===== config.mk =====
export PLATFORM = sky130hd
export DESIGN_NAME = muldiv_sched
export DESIGN_NICKNAME = d
export VERILOG_FILES = /design/src/rtl/muldiv_sched.sv
export SDC_FILE = /design/constraint.sdc
export NUM_CORES = 1
export LEC_CHECK = 0
export BUFFER_PORTS_ARGS = -buffer_cell sky130_fd_sc_hd__clkbuf_2
export CELL_PAD_IN_SITES_DETAIL_PLACEMENT = 0
export CELL_PAD_IN_SITES_GLOBAL_PLACEMENT = 1
export CORE_UTILIZATION = 28
export CTS_BUF_LIST = sky130_fd_sc_hd__clkbuf_8 sky130_fd_sc_hd__clkbuf_16
export DETAILED_ROUTE_END_ITERATION = 10
export PLACE_DENSITY_LB_ADDON = 0.2
export SLEW_MARGIN = 40
export SYNTH_ARGS = -nofsm -noshare
export SYNTH_HDL_FRONTEND = slang
export SYNTH_SLANG_ARGS = --single-unit

===== constraint.sdc =====
create_clock -name clk -period 1.95 [get_ports clk]
set_input_delay 0.2925 -clock clk [delete_from_list [all_inputs] [get_ports clk]]
set_output_delay 0.2925 -clock clk [all_outputs]
set_load 0.02 [all_outputs]

===== src/rtl/muldiv_sched.sv =====
`default_nettype none
// ============================================================================
//  Module   : muldiv_sched
//  Purpose  : Issues one MULT/MULTU/DIV/DIVU at a time to the shared
//             multiplier/divider. It latches the operands, drives the
//             start/annul handshake, stalls EX while a unit is busy and
//             returns the 64-bit result as hi/lo.
//  Options  : MULDIV_DIVZERO_BYPASS_EN - a divide by zero completes at once
//             with hi=src1 and lo=all-ones, and the divider is never started.
//  Revision : 1.0  initial release
// ============================================================================
module muldiv_sched #(
  parameter int TIMEOUT_CYCLES = 64
) (
  input  logic        clk,
  input  logic        resetn,
  input  logic        op_valid,
  input  logic [3:0]  op_code,
  input  logic [31:0] src1,
  input  logic [31:0] src2,
  input  logic        ex_advance,
  input  logic        flush,
  output logic        mul_start,
  output logic        mul_signed,
  output logic        mul_annul,
  input  logic        mul_ready,
  input  logic [63:0] mul_result,
  output logic        div_start,
  output logic        div_signed,
  output logic        div_annul,
  input  logic        div_ready,
  input  logic [63:0] div_result,
  output logic [31:0] op1_o,
  output logic [31:0] op2_o,
  output logic        stallreq,
  output logic [31:0] hi_result,
  output logic [31:0] lo_result,
  output logic        result_valid,
  output logic        timeout_err
);

  localparam int                 c_CNT_W    = $clog2(TIMEOUT_CYCLES);
  localparam logic [c_CNT_W-1:0] c_CNT_LAST = c_CNT_W'(TIMEOUT_CYCLES - 1);

  typedef enum logic [1:0] {
    S_IDLE    = 2'd0,
    S_MUL_RUN = 2'd1,
    S_DIV_RUN = 2'd2,
    S_DONE    = 2'd3
  } state_t;

  state_t             r_state;
  logic [c_CNT_W-1:0] r_cnt;
  logic [31:0]        r_op1;
  logic [31:0]        r_op2;
  logic               r_mul_signed;
  logic               r_div_signed;
  logic [31:0]        r_hi;
  logic [31:0]        r_lo;
  logic               r_result_valid;
  logic               r_timeout_err;

  logic w_legal;
  logic w_is_mul;
  logic w_is_div;
  logic w_signed;
  logic w_idle;
  logic w_mul_run;
  logic w_div_run;
  logic w_run;
  logic w_ready;
  logic w_timeout;
  logic w_div_zero;

  // Exactly one op_code bit set qualifies as an issue; anything else is a no-op.
  assign w_legal   = op_valid && (op_code != 4'd0) && ((op_code & (op_code - 4'd1)) == 4'd0);
  assign w_is_mul  = op_code[0] | op_code[1];
  assign w_is_div  = op_code[2] | op_code[3];
  assign w_signed  = op_code[0] | op_code[2];

  assign w_idle    = (r_state == S_IDLE);
  assign w_mul_run = (r_state == S_MUL_RUN);
  assign w_div_run = (r_state == S_DIV_RUN);
  assign w_run     = w_mul_run | w_div_run;
  // Only the ready of the unit actually running is honoured.
  assign w_ready   = (w_mul_run & mul_ready) | (w_div_run & div_ready);
  assign w_timeout = w_run & ~w_ready & (r_cnt == c_CNT_LAST);

`ifdef MULDIV_DIVZERO_BYPASS_EN
  assign w_div_zero = w_is_div & (src2 == 32'd0);
`else
  assign w_div_zero = 1'b0;
`endif

  // Handshake and stall are combinational so they react in the same cycle as ready/flush.
  assign stallreq  = resetn & ~flush & ((w_idle & w_legal) | (w_run & ~w_ready));
  assign mul_start = resetn & w_mul_run & ~mul_ready & ~flush & ~w_timeout;
  assign div_start = resetn & w_div_run & ~div_ready & ~flush & ~w_timeout;
  assign mul_annul = resetn & w_mul_run & (flush | w_timeout);
  assign div_annul = resetn & w_div_run & (flush | w_timeout);

  assign op1_o        = r_op1;
  assign op2_o        = r_op2;
  assign mul_signed   = r_mul_signed;
  assign div_signed   = r_div_signed;
  assign hi_result    = r_hi;
  assign lo_result    = r_lo;
  assign result_valid = r_result_valid;
  assign timeout_err  = r_timeout_err;

  // Sequencer: issue, wait for ready or timeout, hold result until EX advances.
  always_ff @(posedge clk) begin
    if (!resetn) begin
      r_state        <= S_IDLE;
      r_cnt          <= '0;
      r_op1          <= '0;
      r_op2          <= '0;
      r_mul_signed   <= 1'b0;
      r_div_signed   <= 1'b0;
      r_hi           <= '0;
      r_lo           <= '0;
      r_result_valid <= 1'b0;
      r_timeout_err  <= 1'b0;
    end else if (flush) begin
      // Abandon whatever is in flight; a partial result is never captured.
      r_state        <= S_IDLE;
      r_result_valid <= 1'b0;
    end else begin
      case (r_state)
        S_IDLE: begin
          if (w_legal) begin
            r_op1        <= src1;
            r_op2        <= src2;
            r_mul_signed <= w_is_mul & w_signed;
            r_div_signed <= w_is_div & w_signed;
            r_cnt        <= '0;
            if (w_div_zero) begin
              r_hi           <= src1;
              r_lo           <= 32'hFFFF_FFFF;
              r_result_valid <= 1'b1;
              r_state        <= S_DONE;
            end else if (w_is_mul) begin
              r_state <= S_MUL_RUN;
            end else begin
              r_state <= S_DIV_RUN;
            end
          end
        end
        S_MUL_RUN, S_DIV_RUN: begin
          if (w_ready) begin
            r_hi           <= w_mul_run ? mul_result[63:32] : div_result[63:32];
            r_lo           <= w_mul_run ? mul_result[31:0]  : div_result[31:0];
            r_result_valid <= 1'b1;
            r_state        <= S_DONE;
          end else if (w_timeout) begin
            r_hi           <= '0;
            r_lo           <= '0;
            r_timeout_err  <= 1'b1;
            r_result_valid <= 1'b1;
            r_state        <= S_DONE;
          end else begin
            r_cnt <= r_cnt + c_CNT_W'(1);
          end
        end
        S_DONE: begin
          // A new op presented together with ex_advance issues from IDLE next cycle.
          if (ex_advance) begin
            r_result_valid <= 1'b0;
            r_state        <= S_IDLE;
          end
        end
        default: begin
          r_state <= S_IDLE;
        end
      endcase
    end
  end

endmodule
`default_nettype wire


# Word level (Yosys, flattened, before mapping)
# Cells that the tools add are included.
[classes]
bitwise = 34
addsub = 2
n_eq_ne = 9
reduce_logical = 15
mux = 19
[op_table]
columns = ["cell", "n"]
rows = [
  ["two-way mux 32 bit", 5],
  ["bitwise AND 1 bit", 19],
  ["two-way mux 6 bit", 3],
  ["case mux 6 bit (2 select lines)", 1],
  ["AND reduction 3 bit", 4],
  ["two-way mux 2 bit", 5],
  ["inequality test 2 bit, second input constant", 4],
  ["inverter 1 bit", 7],
  ["OR 1 bit", 7],
  ["adder 6 x 1 -> 6 bit, second input constant", 1],
  ["== test 6 bit, second input constant", 1],
  ["case mux 2 bit (3 select lines)", 1],
  ["AND reduction 5 bit", 1],
  ["bitwise AND 4 bit", 1],
  ["== test 2 bit, second input constant", 2],
  ["logical NOT 4 bit", 1],
  ["AND reduction 4 bit", 1],
  ["nonzero test 2 bit", 2],
  ["nonzero test 4 bit", 1],
  ["OR reduction 2 bit", 2],
  ["subtractor 4 x 1 -> 4 bit, second input constant", 1],
  ["two-way mux 1 bit", 3],
  ["inequality test 3 bit, second input constant", 1],
  ["== test 2 x 1 -> 1 bit, second input constant", 1],
  ["other kinds (3)", 4],
]
[totals]
word_cells = 89
in_bits = 203
reg_bits = 140

# Depth between registers and ports, before layout
[depth]
ltp_word = 9
depth_mapped = 9
depth_no_buf = 7

# Least setup slack after synthesis
# OpenSTA, ideal clock, no wires.
[synth_timing]
path_type = "register to output"
startpoint = "register r_state[0]"
endpoint = "output port div_start"
path_buffers = 1
t_arrival_ns = 1.853
setup_slack_ns = -0.196
path_stages_with_launch = 8
path_cell_list = "dfxtp_1 > inv_1 > ha_1 > clkbuf_1 > nand2_1 > nor3_1 > or2_2 > nor3_1"
[synth_via]
elab_chain_len = 8
word_cells_on_any_way = 14
classes_between = "2 x eq/ne; 12 x bitwise"
[synth_lines]
columns = ["item", "line_no", "source"]
rows = [
  ["start: declaration", "52", "state_t r_state;"],
  ["start signal: assignment", "114", "r_state <= S_IDLE;"],
  ["start signal: assignment", "126", "r_state <= S_IDLE;"],
  ["start signal: assignment", "141", "r_state <= S_DONE;"],
  ["== test 2 x 1 -> 1 bit or == test 2 bit (tied branches)", "82, 83", ""],
  ["bitwise AND 1 bit", "86", "assign w_ready = (w_mul_run & mul_ready) | (w_div_run & div_ready);"],
  ["OR 1 bit", "86", ""],
  ["inverter 1 bit (no line)", "-", ""],
  ["bitwise AND 1 bit (2 in a row)", "87", "assign w_timeout = w_run & ~w_ready & (r_cnt == c_CNT_LAST);"],
  ["inverter 1 bit", "98", "assign div_start = resetn & w_div_run & ~div_ready & ~flush & ~w_timeout;"],
  ["bitwise AND 1 bit (*)", "98", ""],
  ["end: declaration", "28", "output logic div_start,"],
]
# Every way passes the cells marked *; elsewhere a longest branch is shown, timed or not.

# Worst setup path in the final report
[layout_timing]
startpoint = "register r_state[1]"
endpoint = "output port div_annul"
[layout_via]
elab_chain_len = 8
word_cells_on_any_way = 12
classes_between = "2 x eq/ne; 10 x bitwise"
[layout_lines]
columns = ["item", "line_no", "source"]
rows = [
  ["== test 2 x 1 -> 1 bit or == test 2 bit (tied branches)", "82, 83", ""],
  ["bitwise AND 1 bit", "86", ""],
  ["OR 1 bit", "86", ""],
  ["inverter 1 bit (no line)", "-", ""],
  ["bitwise AND 1 bit (2 in a row)", "87", ""],
  ["OR 1 bit", "100", "assign div_annul = resetn & w_div_run & (flush | w_timeout);"],
  ["bitwise AND 1 bit (*)", "100", ""],
  ["end: declaration", "30", "output logic div_annul,"],
]
# Marks and branches as above.

==> flow_summary.json <==
{
  "status": "complete, but fails checks",
  "violations": "setup timing",
  "slowest_stage": "dfxtp_4",
  "synth_edf_count": 0,
  "grtUsageMet2_pct": 28.6,
  "met3_usage_pct": 6.91,
  "worst_slew_pin_slew_ns": 0.680,
  "synthesis.nets": 870,
  "place_area_um2": 7950,
  "layoutNonFillerInstCount": 1291,
  "grt_usage_pct": 17.6,
  "hp-class": "in2reg",
  "first_iter_violations": 219,
  "fin_setup_tns_ns": -1.08,
  "diodes": 0,
  "cts_buffers": 17,
  "grt_max_degree": 134,
  "routedWlPerCell_um": 15.4,
  "peakVddDrop_uv": 481,
  "startpoint": "r_state[1]$_SDFFE_PN0P_",
  "netlist_area_um2": 5810,
  "synth_seq_area_share_pct": 48.2,
  "first_global_vias": 5741,
  "core_area_um2": 20300,
  "yosys_warnings": 0,
  "cts.sinks": 140,
  "die_x_um": 146,
  "clock-root-buffer": "clkbuf_16",
  "nets": 1216,
  "cp.arrival_ns": 1.86,
  "hpwl_mm": 13.2,
  "synth_cell_types": 39,
  "cp_top_family": "simple AND/OR/NAND/NOR gates",
  "synth_area_per_cell_um2": 8.78,
  "grt.busiest_layer": "met2",
  "yosys_most_used_dff": "dfxtp_1",
  "stdcell_area_um2": 9070,
  "firstDrtPassIters": 6,
  "setup_ws_ns": -0.198,
  "switching_share_pct": 23.9,
  "path_class": "reg2out",
  "cts_tree": "done",
  "endpoint_kind": "output port",
  "clock_skew_ns": 0.0105,
  "clk_path_buf_depth": 2,
  "p_int_mw": 5.47,
  "place_ws_ns": -0.0700,
  "hold_viol": 0,
  "cpMostUsedCell": "nor2_1",
  "final_common_cell": "clkbuf_2",
  "ff_latch_area_um2": 2810,
  "row_count": 52,
  "fmax_ghz": 0.466,
  "layout-drive-gt1-share_pct": 52.1,
  "io_buffer_count": 339,
  "synthCells": 662,
  "dieHeight_um": 146,
  "routabilityCongestion": 0.782,
  "powerDensity_nw_per_um2": 792,
  "multiInputGateArea_um2": 3060,
  "p_clk_share_pct": 49.3,
  "cp_slowest_stage_delay_ns": 0.37,
  "antenna_left": 0,
  "rsz0062_at_grt": "true",
  "slew-limit-headroom_pct": 54.6,
  "start_util_pct": 28.6,
  "dpl.cell_count": 1249,
  "seqPwrFrac_pct": 40.6,
  "grtUsageMet1_pct": 21.4,
  "cp.required_ns": 1.66,
  "r2r-start": "r_state[1]$_SDFFE_PN0P_",
  "cp_cell_sequence": "inv_4 -> ha_4 -> a22oi_2 -> nand2_2 -> nor3_4 -> nor2_1 -> nor2_1 -> clkbuf_4",
  "setup_violations": 19,
  "antenna_found_initial": 0,
  "cts.clk_slew.worst_paths_ns": 0.06,
  "hold_start": "src1[23]",
  "period_share_pct": 110,
  "die_area_um2": 21300,
  "htree_levels": 4,
  "cp-start-kind": "flop",
  "cap_violations": 0,
  "layout.cells.most_common_list": "clkbuf_2, dfxtp_1, nand2_1",
  "netSwitchingPower_mw": 1.72,
  "pin_count": 340,
  "n_fill_cell": 2096,
  "path_buf_inv": 2,
  "drcViolationCount": 0,
  "crit_fanout": 3,
  "drt-vias-per-instance": 4.63,
  "syn2layout_area_growth_pct": 56.0,
  "grt_first_pass_wirelength_mm": 30.0,
  "ys_ff_latch": 140,
  "via_count": 5982,
  "slew_viol_final": 0,
  "p_comb_share_pct": 10.1,
  "power_leakage_nw": 3.97,
  "routed_wl_mm": 19.8,
  "period_minus_slack_ns": 2.15,
  "async_flop_share_pct": 0,
  "insertion_delay_ns": 0.42,
  "overflow": 0
}
-- per-layer routing --
metal / vias to the layer above / share of wire, %
li1: 3005 / -
met1: 2720 / 43
met2: 239 / 47
met3: 18 / 9.2
met4: 0 / 1.3
met5: - / 0
-- path summary, 6_finish.rpt --
path                                 end  slack [ns]  depth (start not counted)
setup / recovery               div_annul       -0.20                          8
hold / removal    op1_o[23]$_SDFFE_PN0P_        0.09                          3
setup reg to reg   r_cnt[0]$_SDFFE_PN0P_       -0.06                          9
hold reg to reg    op1_o[1]$_SDFFE_PN0P_        0.45                          2
-- worst reg2reg max path, delay by kind of cell, from the launching register on --
kind | cells | cell delay (ns)
AND/OR/NAND/NOR | 1 | 0.48
buffers and inverters | 3 | 0.34
AO/OA/AOI/OAI | 4 | 0.58
adder cells (fa/ha/maj) | 1 | 0.16
flip-flops | 1 | 0.37
-- flip-flops by register name, summed over array words and instances (netlist names) --
name,count
r_cnt,6
hi_result,32
timeout_err,1
lo_result,32
r_state,2
result_valid,1
op2_o,32
op1_o,32
mul_signed,1
div_signed,1
-- Yosys cell counts (3+ instances only) --
library cell | n | area [um2]
a22oi_1 | 64 | 480
nor4b_1 | 3 | 26.3
a21oi_1 | 73 | 365
o31ai_1 | 3 | 22.5
nor2_1 | 73 | 274
buf_2 | 11 | 55.1
clkbuf_1 | 35 | 131
a211oi_1 | 4 | 30.0
dfxtp_1 | 140 | 2800
nor3_1 | 3 | 15.0
ha_1 | 5 | 62.6
inv_1 | 5 | 18.8
mux2_2 | 64 | 721
o211ai_1 | 3 | 22.5
or4_1 | 3 | 22.5
nand2_1 | 138 | 518
nand3_1 | 6 | 30.0
buf_1 | 3 | 11.3
-- cell families after synthesis --
group | share of synthesized area (%)
and+or+nand+nor | 16.5
AOI/OAI and AO/OA | 17.3
DFF | 48.2
muxes | 12.6
buffers and inverters | 4.11
adders and majority gates | 1.08
xor gates and xnor gates | 0.151
-- through the flow --
step	util, %	total power, mW	hold slack, ns
2_1_floorplan	-	3.32	0.429
3_3_place_gp	39.2	3.67	0.442
3_5_place_dp	39.2	3.67	0.447
4_1_cts	42.9	7.28	0.0659
5_1_grt	44.7	7.50	0.0744
6_report	44.7	7.19	0.0908
-- power groups by stage --
stage	Sequential, mW	Clock, mW	Combinational, mW
global placement	2.98	0	0.692
global route	2.92	3.78	0.799
CTS	2.92	3.65	0.712
finish	2.92	3.54	0.726
floorplan	3.03	0	0.292
detailed placement	2.98	0	0.689
-- cell type report --
class | count | area share, %
Clock buffer | 18 | 4.84
Clock inverter | 14 | 2.28
Timing Repair Buffer | 378 | 24.1
Inverter | 6 | 0.331
Sequential cell | 140 | 31.0
Multi-Input combinational cell | 465 | 33.8
Tap cell | 270 | 3.72
-- timing repair --
action | CTS | global route
setup endpoints to repair | 10 | 77
pin swaps | 15 | 19
gates resized for setup | 25 | 46
cloned | 0 | 5
buffers inserted | 3 | 4
hold buffers | 0 | 0
No activity file was read; power rests on OpenSTA's default activity.
